**src/rtl/vdp_pkg.sv**
```systemverilog
// -----------------------------------------------------------------------------
// vdp_pkg
// Shared types and constants for the VDP I/O port initiator.
//   io_op_t      : request opcode carried on req_op (3 bits, codes 5..7 unused)
//   init_state_t : initiator bus-cycle FSM states
//   VDP_DATA_PORT / VDP_CTRL_PORT : low address bytes of the two VDP ports
// -----------------------------------------------------------------------------
package vdp_pkg;

    typedef enum logic [2:0] {
        WR_DATA  = 3'd0,
        RD_DATA  = 3'd1,
        WR_CTRL  = 3'd2,
        RD_STAT  = 3'd3,
        SET_ADDR = 3'd4
    } io_op_t;

    localparam logic [7:0] VDP_DATA_PORT = 8'hBE;
    localparam logic [7:0] VDP_CTRL_PORT = 8'hBF;

    typedef enum logic [2:0] {
        IDLE   = 3'd0,
        SETUP  = 3'd1,
        STROBE = 3'd2,
        HOLD   = 3'd3,
        GAP    = 3'd4
    } init_state_t;

endpackage

```
**src/rtl/vdp_io_initiator.sv**
```systemverilog
// -----------------------------------------------------------------------------
// vdp_io_initiator
// Converts single-beat host requests into Z80-style I/O bus cycles on the VDP
// data (0xBE) and control/status (0xBF) ports. SET_ADDR is sequenced as two
// back-to-back control-port writes (low byte, then high byte).
//
// Ports:
//   clk, reset_L              clock, asynchronous active-low reset
//   req_valid/req_ready       request handshake; req_op/req_wdata request body
//   resp_valid/resp_data      one-cycle read-completion pulse, held read byte
//   busy                      high while a request is in flight
//   bus_addr, bus_data_out,
//   bus_data_oe, bus_data_in  I/O bus address and data
//   IORQ_L, RD_L, WR_L        active-low bus strobes
// -----------------------------------------------------------------------------
module vdp_io_initiator
    import vdp_pkg::*;
#(
    parameter int         STROBE_CYCLES = 2,
    parameter int         GAP_CYCLES    = 2,
    parameter logic [7:0] DATA_PORT     = VDP_DATA_PORT,
    parameter logic [7:0] CTRL_PORT     = VDP_CTRL_PORT
) (
    input  logic        clk,
    input  logic        reset_L,
    input  logic        req_valid,
    output logic        req_ready,
    input  logic [2:0]  req_op,
    input  logic [15:0] req_wdata,
    output logic        resp_valid,
    output logic [7:0]  resp_data,
    output logic        busy,
    output logic [15:0] bus_addr,
    output logic [7:0]  bus_data_out,
    output logic        bus_data_oe,
    input  logic [7:0]  bus_data_in,
    output logic        IORQ_L,
    output logic        RD_L,
    output logic        WR_L
);

    localparam int MAX_CYCLES = (STROBE_CYCLES > GAP_CYCLES) ? STROBE_CYCLES : GAP_CYCLES;
    localparam int CNT_W      = $clog2(MAX_CYCLES + 1);

    init_state_t      state_reg, state_next;
    logic [CNT_W-1:0] cnt_reg, cnt_next;
    logic             phase_reg, phase_next;
    io_op_t           op_reg;
    logic [15:0]      wdata_reg;
    logic [7:0]       rdata_reg;

    logic             op_load;
    logic             rdata_load;
    logic             is_read;
    logic             active;
    logic [7:0]       port_sel;
    logic [7:0]       wr_byte;

    always_ff @(posedge clk or negedge reset_L) begin
        if (!reset_L) begin
            state_reg <= IDLE;
            cnt_reg   <= '0;
            phase_reg <= 1'b0;
            op_reg    <= WR_DATA;
            wdata_reg <= '0;
            rdata_reg <= '0;
        end else begin
            state_reg <= state_next;
            cnt_reg   <= cnt_next;
            phase_reg <= phase_next;
            if (op_load) begin
                op_reg    <= io_op_t'(req_op);
                wdata_reg <= req_wdata;
            end
            if (rdata_load) begin
                rdata_reg <= bus_data_in;
            end
        end
    end

    always_comb begin
        state_next = state_reg;
        cnt_next   = cnt_reg;
        phase_next = phase_reg;
        op_load    = 1'b0;
        rdata_load = 1'b0;
        case (state_reg)
            IDLE: begin
                phase_next = 1'b0;
                // Undefined opcodes 5..7 are consumed without any bus activity.
                if (req_valid && (req_op <= 3'd4)) begin
                    op_load    = 1'b1;
                    state_next = SETUP;
                end
            end
            SETUP: begin
                state_next = STROBE;
                cnt_next   = CNT_W'(STROBE_CYCLES - 1);
            end
            STROBE: begin
                if (cnt_reg == '0) begin
                    // Capture on the edge that closes the strobe window.
                    rdata_load = is_read;
                    state_next = HOLD;
                end else begin
                    cnt_next = cnt_reg - CNT_W'(1);
                end
            end
            HOLD: begin
                state_next = GAP;
                cnt_next   = CNT_W'(GAP_CYCLES - 1);
            end
            GAP: begin
                if (cnt_reg == '0) begin
                    if ((op_reg == SET_ADDR) && !phase_reg) begin
                        phase_next = 1'b1;
                        state_next = SETUP;
                    end else begin
                        state_next = IDLE;
                    end
                end else begin
                    cnt_next = cnt_reg - CNT_W'(1);
                end
            end
            default: state_next = IDLE;
        endcase
    end

    // Outputs decode from state only, so the asynchronous reset (which forces
    // IDLE) drops the strobes and the data-bus drive without waiting for clk.
    assign is_read  = (op_reg == RD_DATA) || (op_reg == RD_STAT);
    assign active   = (state_reg != IDLE);
    assign port_sel = ((op_reg == WR_DATA) || (op_reg == RD_DATA)) ? DATA_PORT : CTRL_PORT;
    assign wr_byte  = ((op_reg == SET_ADDR) && phase_reg) ? wdata_reg[15:8] : wdata_reg[7:0];

    assign req_ready    = (state_reg == IDLE);
    assign busy         = active;
    assign bus_addr     = active ? {8'h00, port_sel} : 16'h0000;
    assign bus_data_out = (active && !is_read) ? wr_byte : 8'h00;
    assign bus_data_oe  = !is_read &&
                          ((state_reg == SETUP) || (state_reg == STROBE) || (state_reg == HOLD));
    assign IORQ_L       = !(state_reg == STROBE);
    assign RD_L         = !((state_reg == STROBE) && is_read);
    assign WR_L         = !((state_reg == STROBE) && !is_read);
    assign resp_valid   = (state_reg == HOLD) && is_read;
    assign resp_data    = rdata_reg;

endmodule
```
**config.mk**
```make
export PLATFORM = sky130hd
export DESIGN_NAME = vdp_io_initiator
export DESIGN_NICKNAME = d
export VERILOG_FILES = /design/src/rtl/vdp_pkg.sv /design/src/rtl/vdp_io_initiator.sv
export SDC_FILE = /design/constraint.sdc
export NUM_CORES = 1
export LEC_CHECK = 0
export CORE_ASPECT_RATIO = 1.4
export CORE_MARGIN = 2
export CORE_UTILIZATION = 47
export DETAILED_ROUTE_END_ITERATION = 16
export GPL_TIMING_DRIVEN = 0
export MAX_ROUTING_LAYER = met4
export PLACE_DENSITY = 0.85
export SLEW_MARGIN = 20
export SYNTH_ARGS = -nofsm -noshare
export SYNTH_HDL_FRONTEND = slang
export SYNTH_SLANG_ARGS = --single-unit
```
**constraint.sdc**
```tcl
create_clock -name clk -period 3.55 [get_ports clk]
set_input_delay 0.355 -clock clk [delete_from_list [all_inputs] [get_ports clk]]
set_output_delay 0.355 -clock clk [all_outputs]
set_load 0.02 [all_outputs]
```
==> results.json <==
{
  "ys_seq_area_frac": 0.469,
  "fmax_ghz": 0.384,
  "setup_violations": 0,
  "wl_met1_um": 1390,
  "cp.required_ns": 3.19,
  "worst_clock_skew_ns": 0.00651,
  "synth_top_area_cell": "dfrtp_1",
  "ys_ff_latch": 33,
  "cp.buffers_inverters": 3,
  "power_density_nw_per_um2": 960,
  "reg2reg_slack_ns": 1.72,
  "p_int_uw": 1480,
  "power.leakage_uw": 0.00112,
  "critPathSlowestCell": "clkdlybuf4s50_1",
  "reg2reg_to": "resp_data[3]$_DFFE_PN0P_",
  "synth.area.top_cells": "dfrtp_1 (47%), mux2_2 (11%), mux2_4 (8.5%)",
  "rows": 26,
  "post-route-min-period_ns": 2.61,
  "clk_latency_ns": 0.28,
  "gr-usage-all-layers": 0.194,
  "grt_pass1_wl_um": 6400,
  "fin_crit_sh": 0.735,
  "clockBufferDepth": 2,
  "die_area_um2": 4260,
  "grt_max_degree": 33,
  "place_congestion": 0.772,
  "ctsHtreeMaxLevel": 2,
  "antenna_found_initial": 0,
  "drive_gt1_frac": 0.257,
  "clock-sinks": 33,
  "dr.max_layer_used": "met4",
  "synthToLayoutAreaGrowth_pct": 44.5,
  "drtIter0Drc": 15,
  "yosys_warnings": 0,
  "core-area_um2": 3610,
  "ir_drop_mv": 0.711,
  "worst-setup-path-type": "reg -> out",
  "synth_top_area_share": 0.469,
  "crit_chain": "buf_6 > nor3_4 > inv_1 > nand2_1 > nor2_1 > clkdlybuf4s50_1",
  "switching_share": 0.394,
  "cts_buffers": 5,
  "synth-main-ff-cell": "dfrtp_1",
  "initial_core_util": 0.488,
  "grt_pass1_vias": 1465,
  "cts_tree": "built",
  "final_nets": 256,
  "status": "completed",
  "met2WireLength_um": 2040,
  "p_seq_frac": 0.282,
  "placed_cells": 259,
  "crit-reg2reg-launch": "cnt_reg[0]$_DFFE_PN0P_",
  "pwr-share-comb": 0.606,
  "startpoint": "state_reg[0]$_DFFE_PN0P_",
  "setup_tns_ns": 0,
  "num_antenna_cells": 0,
  "vias_per_cell": 5.02,
  "fin_cells": 268,
  "ctsResizeCount": 0,
  "wl_per_cell_um": 13.5,
  "async_reset_ff_frac": 1.00,
  "die_w_um": 55.7,
  "syn_avg_cell_area_um2": 11.8,
  "dieHeight_um": 76.4,
  "path_depth": 6,
  "crit_family": "buffers and inverters",
  "path_max_fanout": 10,
  "hpwl_um": 2740,
  "maxSlewViolCount": 0,
  "cp.arrival_ns": 2.25,
  "cp_slowest_stage_delay_ns": 0.55,
  "drc": 0,
  "synth_cells": 149,
  "clk_pin_slew_worst_paths_ns": 0.07,
  "hp-class": "in -> async",
  "cp-end-kind": "output port",
  "max-cap-violations": 0,
  "synth_common_cells": "dfrtp_1 (33), mux2_2 (17), nor2_1 (17), buf_4 (15), mux2_4 (10)",
  "vias": 1345,
  "antenna_left": 0,
  "netlist_area_um2": 1760,
  "synth_edf_count": 0,
  "wirelength_um": 3620,
  "power_switching_uw": 963,
  "largest_reg_flops": 16,
  "synth_cell_types": 36,
  "yosysMostFrequentCell": "dfrtp_1",
  "io_pins": 69,
  "root_buffer": "clkbuf_8",
  "portBuffers": 59,
  "grt-ovfl-total": 0,
  "reg2reg_depth": 5,
  "hold_ws_ns": 0.412,
  "wl_met3_um": 159,
  "crit_end": "bus_data_out[3]",
  "grt_setup_unrepaired": "false",
  "hold_violations": 0,
  "start_kind": "register",
  "final_cell_area_um2": 2550,
  "power_frac_clock": 0.112,
  "placedInstanceArea_um2": 2450,
  "drtPass1Iterations": 4
}
[worst register-to-register path, delay by kind of cell, from the launching register on]
family                     cells  cell delay [ns]
and+or+nand+nor                1             0.37
adders and majority gates      1             0.13
muxes                          1             0.38
buffers and inverters          2             0.41
DFF                            1             0.43
[per-layer routing]
metal  global-route usage  vias up
li1                     -      643
met1                0.200      650
met2                0.352       47
met3               0.0577        5
met4               0.0537        0
met5                    -        -
[power groups by stage]
stage / clock network, uW / logic (uW) / registers, uW
CTS: 284 / 1500 / 691
global route: 304 / 1590 / 718
global placement: 0 / 1470 / 687
finish: 273 / 1480 / 689
detailed placement: 0 / 1500 / 694
floorplan: 0 / 883 / 723
[how the worst min path moves through the flow]
stage	cells after the start	end	startpoint	slack, ns
after CTS	2	wdata_reg[11]$_DFFE_PN0P_	reset_L	0.38
final	2	wdata_reg[11]$_DFFE_PN0P_	reset_L	0.41
after detailed placement	1	wdata_reg[11]$_DFFE_PN0P_	reset_L	0.16
after global placement	1	resp_data[5]$_DFFE_PN0P_	resp_data[5]$_DFFE_PN0P_	0.49
after floorplan	0	cnt_reg[0]$_DFFE_PN0P_	reset_L	0.06
after global routing	2	wdata_reg[11]$_DFFE_PN0P_	reset_L	0.40
[cells in the final DEF, fill, tap and decap left out, types with 3 or more instances in the layout]
cell,Yosys,routed
buf_4,15,15
clkbuf_1,3,3
clkbuf_8,0,5
clkdlybuf4s50_1,0,58
conb_1,1,9
dfrtp_1,33,33
inv_1,3,3
mux2_2,17,17
mux2_4,10,10
mux2i_1,8,8
nand2_1,4,4
nand3_1,3,3
nand3b_1,3,3
nor2_1,17,17
nor2b_1,4,4
o21ai_0,3,3
[kinds of logic (layout without fill, tap and decap cells)]
kind of cell | Yosys count | in the layout | synth area share
simple gates | 42 | 42 | 0.138
other cells | 1 | 9 | 0.00213
compound gates | 12 | 12 | 0.0469
xor+xnor | 1 | 1 | 0.00497
mux | 35 | 35 | 0.239
flops | 33 | 33 | 0.469
buf+inv | 24 | 93 | 0.0923
fa+ha+maj | 1 | 1 | 0.00710
[through the flow]
stage | total power [uW] | setup WS, ns | utilization
global route | 2610 | 0.789 | 0.705
CTS | 2480 | 0.901 | 0.705
detailed placement | 2190 | 1.23 | 0.678
floorplan | 1610 | 1.69 | -
finish | 2450 | 0.942 | 0.705
global placement | 2150 | 1.26 | 0.674
[repair_timing]
action | in CTS | in global routing
hold buffers | 1 | 0
endpoints found under the hold margin | 1 | 0
setup endpoints to repair | 0 | 0
buffers inserted | 0 | 0
[cell type report]
cell class / count / area, um^2
multi-input combinational: 100 / 803
tap: 42 / 52.6
clock buffer: 5 / 68.8
timing repair buffer: 61 / 616
buffer: 21 / 151
fill: 266 / 1060
sequential: 33 / 826
inverter: 3 / 11.3
clock inverter: 3 / 17.5
Power figures use the tool's default switching activity.
